<file path="config.mk">
export PLATFORM = sky130hd
export DESIGN_NAME = reduce_sum_stream
export DESIGN_NICKNAME = d
export VERILOG_FILES = /design/src/rtl/reduce_sum_stream_pkg.sv /design/src/rtl/reduce_sum_stream_acc_add.sv /design/src/rtl/reduce_sum_stream.sv
export SDC_FILE = /design/constraint.sdc
export NUM_CORES = 1
export LEC_CHECK = 0
export CORE_UTILIZATION = 35
export DETAILED_ROUTE_END_ITERATION = 6
export REMOVE_ABC_BUFFERS = 1
export SLEW_MARGIN = 10
export SYNTH_ARGS = -nofsm -noshare
export SYNTH_HDL_FRONTEND = slang
export SYNTH_SLANG_ARGS = --single-unit
</file>
<file path="constraint.sdc">
create_clock -name clk -period 1.95 [get_ports clk]
set_input_delay 0.4875 -clock clk [delete_from_list [all_inputs] [get_ports clk]]
set_output_delay 0.4875 -clock clk [all_outputs]
set_load 0.01 [all_outputs]
</file>
<file path="src/rtl/reduce_sum_stream_pkg.sv">
// Shared defaults and helpers for the streaming SUM-reduction stage.
// Optional build macro used by this slice: REDUCE_SATURATE_EN (clamping accumulator).
package reduce_pkg;

    localparam int DATA_W_DEF = 8;
    localparam int ACC_W_DEF  = 16;
    localparam int CNT_W_DEF  = 8;

    localparam logic [ACC_W_DEF-1:0] ACC_MAX = '1;

    // Zero-extending an element into the accumulator needs at least as many bits.
    function automatic bit ext_width_ok(input int data_w, input int acc_w);
        return acc_w >= data_w;
    endfunction

endpackage

</file>
<file path="src/rtl/reduce_sum_stream_acc_add.sv">
// Combinational accumulator adder with carry-out; with REDUCE_SATURATE_EN defined
// the sum clamps to all ones on a carry instead of wrapping.
module acc_add #(
    parameter int ACC_W = 16
) (
    input  logic [ACC_W-1:0] acc,
    input  logic [ACC_W-1:0] elem_ext,
    output logic [ACC_W-1:0] sum,
    output logic             carry_out
);

    logic [ACC_W:0] raw;

`ifdef REDUCE_SATURATE_EN
    function automatic logic [ACC_W-1:0] sat_clamp(input logic [ACC_W:0] wide);
        return wide[ACC_W] ? {ACC_W{1'b1}} : wide[ACC_W-1:0];
    endfunction
`endif

    always_comb begin
        raw       = {1'b0, acc} + {1'b0, elem_ext};
        carry_out = raw[ACC_W];
`ifdef REDUCE_SATURATE_EN
        // Once clamped, acc stays all ones: any further nonzero add carries again.
        sum       = sat_clamp(raw);
`else
        sum       = raw[ACC_W-1:0];
`endif
    end

endmodule

</file>
<file path="src/rtl/reduce_sum_stream.sv">
// Streaming SUM reduction: accumulates a valid/ready packet and emits sum, count and overflow.
// Build option REDUCE_SATURATE_EN selects a clamping accumulator (see acc_add).
module reduce_sum_stream
    import reduce_pkg::*;
#(
    parameter int DATA_W = DATA_W_DEF,
    parameter int ACC_W  = ACC_W_DEF,
    parameter int CNT_W  = CNT_W_DEF
) (
    input  logic              clk,
    input  logic              rst_n,
    input  logic [DATA_W-1:0] in_data,
    input  logic              in_valid,
    input  logic              in_last,
    output logic              in_ready,
    output logic [ACC_W-1:0]  out_sum,
    output logic [CNT_W-1:0]  out_count,
    output logic              out_overflow,
    output logic              out_valid,
    input  logic              out_ready
);

    if (!ext_width_ok(DATA_W, ACC_W)) begin : g_width_chk
        $error("reduce_sum_stream: ACC_W must be >= DATA_W");
    end

    logic [ACC_W-1:0] acc_p0;
    logic [CNT_W-1:0] cnt_p0;
    logic             ovf_p0;

    logic [ACC_W-1:0] sum_p1;
    logic [CNT_W-1:0] cnt_p1;
    logic             ovf_p1;
    logic             vld_p1;

    logic [ACC_W-1:0] elem_ext;
    logic [ACC_W-1:0] sum_nxt;
    logic             carry;
    logic             accept;
    logic             consume;

    assign elem_ext = ACC_W'(in_data);

    acc_add #(.ACC_W(ACC_W)) u_acc_add (
        .acc       (acc_p0),
        .elem_ext  (elem_ext),
        .sum       (sum_nxt),
        .carry_out (carry)
    );

    // Single result register: a consume this cycle frees it for a new result.
    assign in_ready = !vld_p1 || out_ready;
    assign accept   = in_valid && in_ready;
    assign consume  = vld_p1 && out_ready;

    // Stage p0: running accumulation over the current packet
    always_ff @(posedge clk or negedge rst_n) begin
        if (!rst_n) begin
            acc_p0 <= '0;
            cnt_p0 <= '0;
            ovf_p0 <= 1'b0;
        end else if (accept) begin
            if (in_last) begin
                acc_p0 <= '0;
                cnt_p0 <= '0;
                ovf_p0 <= 1'b0;
            end else begin
                acc_p0 <= sum_nxt;
                cnt_p0 <= cnt_p0 + CNT_W'(1);
                ovf_p0 <= ovf_p0 | carry;
            end
        end
    end

    // Stage p1: per-packet result held until downstream takes it
    always_ff @(posedge clk or negedge rst_n) begin
        if (!rst_n) begin
            sum_p1 <= '0;
            cnt_p1 <= '0;
            ovf_p1 <= 1'b0;
            vld_p1 <= 1'b0;
        end else begin
            if (consume) begin
                vld_p1 <= 1'b0;
            end
            if (accept && in_last) begin
                sum_p1 <= sum_nxt;
                cnt_p1 <= cnt_p0 + CNT_W'(1);
                ovf_p1 <= ovf_p0 | carry;
                vld_p1 <= 1'b1;
            end
        end
    end

    assign out_sum      = sum_p1;
    assign out_count    = cnt_p1;
    assign out_overflow = ovf_p1;
    assign out_valid    = vld_p1;

endmodule

</file>
# --- Word-level counts from Yosys, hierarchy flattened ---
# Index checks and enable logic that the tools add are counted.
totals:
  n_memories: 0
  rom_bits: 0
  mem_bits_rw: 0
  output_inout_bits: 27
  latchBits: 0
  regBits: 51
  elab_cells: 21
  inputBits: 13
classes:
  mux: 5
  order_cmp: 0
  multipliers: 0
  add_sub_neg: 2
  bitwise_logic: 1
  shift: 0
  n_eq_ne: 0
  reduce_logical: 6
  n_div: 0
ops:
  columns: ["operator", "n"]
  rows:
  - ["adder 16 x 8 -> 17 bit", 1]
  - ["2-to-1 mux 16 bit", 1]
  - ["adder 8 x 1 -> 8 bit (second input constant)", 1]
  - ["2-to-1 mux 8 bit", 1]
  - ["logical AND 1 bit", 3]
  - ["2-to-1 mux 1 bit", 3]
  - ["nonzero test 2 bit", 1]
  - ["logical NOT 1 bit", 1]
  - ["logical OR 1 bit", 1]
  - ["bitwise OR 1 bit", 1]

# --- Depth between registers and ports, before layout ---
depth:
  word_depth: 5
  mapped_depth: 7
  ltp_nobuf: 7

# --- Hierarchy ---
# From an unflattened synthesis, not the netlist that was laid out.
hier_totals:
  cells_unflattened: 304
  area_unflattened_um2: 3094.2
by_module_without_submodules:
  columns: ["mod", "instances", "area_per_inst_um2", "seq_area_each_um2", "cells_each"]
  rows:
  - ["reduce_sum_stream", 1, 2238.4, 1276.2, 194]
  - ["acc_add", 1, 855.8, 0.0, 110]

# --- Least setup slack after synthesis ---
# Ideal clock, no wire load.
synth_path:
  kind: "input to register"
  startpoint: "input port in_data[0]"
  endpoint: "register ovf_p1, in the netlist out_overflow"
  arrival_time_ps: 2018
  n_path_buf: 0
  t_required_ps: 1827
  slack_ps: -191
  setup_ps: 123
  stages: 7
  cell_sequence: "ha_1 fa_1 a211oi_1 o211ai_2 and2_4 a311oi_2 nor2_1"
synth_between:
  elab_chain_cells: 2
synth_rtl:
  columns: ["item", "line_no", "rtl"]
  rows:
  - ["start: declaration", "reduce_sum_stream.sv:12", "input logic [DATA_W-1:0] in_data,"]
  - ["adder 16 x 8 -> 17 bit", "reduce_sum_stream_acc_add.sv:21", "raw = {1'b0, acc} + {1'b0, elem_ext};"]
  - ["bitwise OR 1 bit", "reduce_sum_stream.sv:89", "ovf_p1 <= ovf_p0 | carry;"]
  - ["end signal: assignment", "reduce_sum_stream.sv:89", null]
  - ["end: declaration", "reduce_sum_stream.sv:33", "logic ovf_p1;"]
# Every way passes these cells.
# A chain may end at the register's enable or synchronous reset.

# --- Worst setup path in the final report ---
layout_path:
  startpoint: "register acc_p0[0]"
  endpoint: "register acc_p0[12]"
layout_between:
  elab_chain_cells: 2
layout_rtl:
  columns: ["item", "line_no", "rtl"]
  rows:
  - ["start: declaration", "reduce_sum_stream.sv:27", "logic [ACC_W-1:0] acc_p0;"]
  - ["start signal: assignment", "reduce_sum_stream.sv:68", "acc_p0 <= sum_nxt;"]
  - ["adder 16 x 8 -> 17 bit", "reduce_sum_stream_acc_add.sv:21", null]
  - ["2-to-1 mux 16 bit", "reduce_sum_stream.sv:63", "if (in_last) begin"]
# Every way passes these cells.

==> results.json <==
{
  "finalClockSkew_ps": 5.910,
  "combPwrFrac_pct": 39.8,
  "cell_area_after_technology_mapping_mm2": 0.002671,
  "antennaDiodeCount": 0,
  "holdCritPathClass": "primary input to asynchronous set/reset pin",
  "timing.fmax_ghz": 0.5109,
  "synth_enable_flop_cells": 0,
  "grt_setup_unrepaired": "true",
  "grt.total_usage_pct": 17.26,
  "power_density_mw_per_mm2": 968.8,
  "tightestPinTransition_ps": 474.8,
  "timing.critical_path.buf_inv": 0,
  "intPower_mw": 2.375,
  "drc": 0,
  "placement.io_buffers": 39,
  "first_iter_violations": 61,
  "fillers": 681,
  "routed_via_density": 5.108,
  "h-tree-depth": 2,
  "cts.hold.buffers_added": 0,
  "final_design_area_no_fill_mm2": 0.003702,
  "initial_antenna_violation_count": 0,
  "numCtsBuffers": 5,
  "postSynth.asyncResetShare_pct": 100.0,
  "synth_cells": 285,
  "std_cell_rows": 31,
  "hpwlAfterDp_mm": 4.551,
  "ys_top_cells_by_area": "sky130_fd_sc_hd__dfrtp_1 (48%), sky130_fd_sc_hd__nand2_1 (8.1%), sky130_fd_sc_hd__o21ai_0 (7.1%)",
  "crit_slowest_cell": "sky130_fd_sc_hd__dfrtp_1",
  "yosys_warnings": 0,
  "drv_slew": 0,
  "postSynthAreaPerCell_um2": 9.373,
  "detail_route.wl_per_cell_um": 14.11,
  "largest_net_degree_at_the_start_of_global_routing": 34,
  "grt_first_pass_wirelength_mm": 10.62,
  "netlist-cell-type-count": 44,
  "detailedRoute.firstPassIterationCount": 4,
  "maxCapViolCount": 0,
  "synth_seq_cells": 51,
  "net_switching_component_of_the_power_mw": 1.212,
  "clk_path_buf_depth": 2,
  "synthToLayoutAreaGrowth_pct": 38.59,
  "design.portCount": 40,
  "postPlaceCellArea_mm2": 0.003356,
  "area_share_of_the_largest_cell_type_after_synthesis_pct": 47.78,
  "cts.reportedPaths.clkPinSlew_ps": 90,
  "yosys.cell_count.top_type": "sky130_fd_sc_hd__nand2_1",
  "run_status": "complete, but fails checks",
  "cpLargestDelayFamily": "compound AO/OA/AOI/OAI gates",
  "cts.root.buffer_cell": "sky130_fd_sc_hd__clkbuf_8",
  "fin_crit_ps": 1957,
  "timing.final.hold_violations": 0,
  "power_switching_share_pct": 33.80,
  "cp_slowest_stage_delay_ps": 420,
  "tritoncts": "built",
  "yosys-top-cells-count": "sky130_fd_sc_hd__nand2_1 (58), sky130_fd_sc_hd__dfrtp_1 (51), sky130_fd_sc_hd__o21ai_0 (38)",
  "synth_flop_cell": "sky130_fd_sc_hd__dfrtp_1",
  "finish.net_count": 376,
  "vias_in_the_first_global_route": 2207,
  "seq_power_share_pct": 39.2,
  "chipHeight_um": 89.37,
  "p_clk_share_pct": 21.0,
  "setup_slack_ps": -7.274,
  "total_power_mw": 3.587,
  "crit_chain": "ha_4, fa_2, a211oi_4, o211ai_4, nand4_1, o31ai_1, a31o_1",
  "cp_data_required_time_ps": 2150,
  "max-slew-margin-rel_pct": 68.35,
  "worst_setup_path_end_kind": "flop",
  "vias": 2314,
  "total_die_area_mm2": 0.007986,
  "total_length_of_routed_wires_mm": 6.392,
  "vdd_drop_max_mv": 0.5347,
  "initial_util_pct": 36.44,
  "place.gp.congestion": 0.8477,
  "later_pin_clock_latency_in_the_skew_report_ps": 310,
  "failing_checks": "negative setup slack",
  "sink_count": 51,
  "arrival_time_at_the_worst_endpoint_ps": 2160,
  "cp-start-kind": "flop",
  "synth.yosys.seq_area_share_pct": 47.78,
  "critical_path.max_fanout": 5,
  "critical_path_class": "flop to flop",
  "floorplan.die.width_um": 89.37,
  "drive_gt1_share_pct": 20.90,
  "grt_remaining_overflow": 0,
  "synthDominantAreaCellType": "sky130_fd_sc_hd__dfrtp_1",
  "setup-violations-final": 2,
  "crit_share_post_route_pct": 100.4,
  "cellLeakagePower_nw": 1.574,
  "route.antenna.remaining_nets": 0,
  "placeableCoreArea_mm2": 0.007331
}
cells in the final DEF, fill, tap and decap left out, types with 2 or more instances in the layout:
cell type and instances:
sky130_fd_sc_hd__a21o_1 5, sky130_fd_sc_hd__nand4_1 5, sky130_fd_sc_hd__clkdlybuf4s50_1 30, sky130_fd_sc_hd__and2_1 3, sky130_fd_sc_hd__dlygate4sd2_1 4, sky130_fd_sc_hd__o211ai_2 2
sky130_fd_sc_hd__o21ai_0 33, sky130_fd_sc_hd__dlymetal6s2s_1 3, sky130_fd_sc_hd__dfrtp_1 51, sky130_fd_sc_hd__xor2_1 8, sky130_fd_sc_hd__nor2_1 15, sky130_fd_sc_hd__buf_4 33
sky130_fd_sc_hd__mux2i_1 3, sky130_fd_sc_hd__nand2b_1 2, sky130_fd_sc_hd__o31ai_1 5, sky130_fd_sc_hd__and3_1 4, sky130_fd_sc_hd__a31oi_1 8, sky130_fd_sc_hd__nand3_1 11
sky130_fd_sc_hd__a21oi_1 4, sky130_fd_sc_hd__xnor2_1 6, sky130_fd_sc_hd__clkbuf_8 5, sky130_fd_sc_hd__o21ai_1 6, sky130_fd_sc_hd__o211ai_1 4, sky130_fd_sc_hd__ha_4 8
sky130_fd_sc_hd__a31o_1 3, sky130_fd_sc_hd__nand2_1 57
metrics by stage:
step,util [%],cells,TNS (ps),hold WS (ps),setup slack (ps)
after detailed placement,45.78,440,-16590,466.1,-788.3
after global placement,45.78,440,-15440,460.4,-775.1
after CTS,48.75,452,-255.2,121.9,-66.46
final,50.50,453,-13.41,124.8,-7.274
after global routing,50.50,453,-471.9,142.5,-83.83
after floorplan,-,273,-1428,191.9,-198.1
final cells by class:
class | count | area (um2) | area share, %
clock buffer | 5 | 68.82 | 1.859
inverter | 1 | 3.754 | 0.1014
sequential | 51 | 1276 | 34.47
timing repair buffer | 73 | 655.6 | 17.71
multi-input combinational | 221 | 1530 | 41.33
tap | 99 | 123.9 | 3.346
clock inverter | 3 | 43.79 | 1.183
worst paths after layout:
path	from	to	slack [ps]	cells past startpoint
min in group clk	out_sum[0]$_DFFE_PN0P_	out_sum[0]$_DFFE_PN0P_	480	2
worst max-delay path	acc_p0[0]$_DFFE_PN0P_	acc_p0[12]$_DFFE_PN0P_	-7	7
worst min register to register	out_sum[0]$_DFFE_PN0P_	out_sum[0]$_DFFE_PN0P_	480	2
worst max register to register	acc_p0[0]$_DFFE_PN0P_	acc_p0[12]$_DFFE_PN0P_	-7	7
max in group asynchronous	rst_n	out_sum[12]$_DFFE_PN0P_	1290	2
worst min-delay path	rst_n	out_count[1]$_DFFE_PN0P_	120	1
state kept, by name (all words and copies together), names as in the netlist:
register,count
acc_p0,16
out_sum,16
cnt_p0,8
out_count,8
out_overflow,1
out_valid,1
ovf_p0,1
logic make-up after synthesis:
kind of cell	synth area share (%)
AO/OA/AOI/OAI	20.98
XOR/XNOR	4.918
adder cells (fa/ha/maj)	4.965
buffers and inverters	2.201
flip-flops	47.78
multiplexers	1.124
AND/OR/NAND/NOR	18.03
power groups by stage:
stage	Combinational, mW	Clock (mW)	Sequential (mW)
after floorplan	0.606	0	1.43
after global placement	1.17	0	1.40
after detailed placement	1.19	0	1.40
after CTS	1.29	0.787	1.40
after global routing	1.56	0.813	1.43
final	1.43	0.753	1.41
per-layer routing:
metal	vias up	GRT usage (%)	share of wire (%)
met5	-	0	0
met4	0	3.463	0.78
met3	7	3.047	2.9
met2	36	29.49	47
met1	1115	23.02	50
li1	1156	-	-
what timing repair did:
action / CTS / global route
gates resized for setup: 20 / 21
pin swaps: 17 / 15
endpoints found under the setup margin: 26 / 20
gates cloned: 0 / 0
buffers inserted: 4 / 1
No activity file was read; power rests on OpenSTA's default activity.
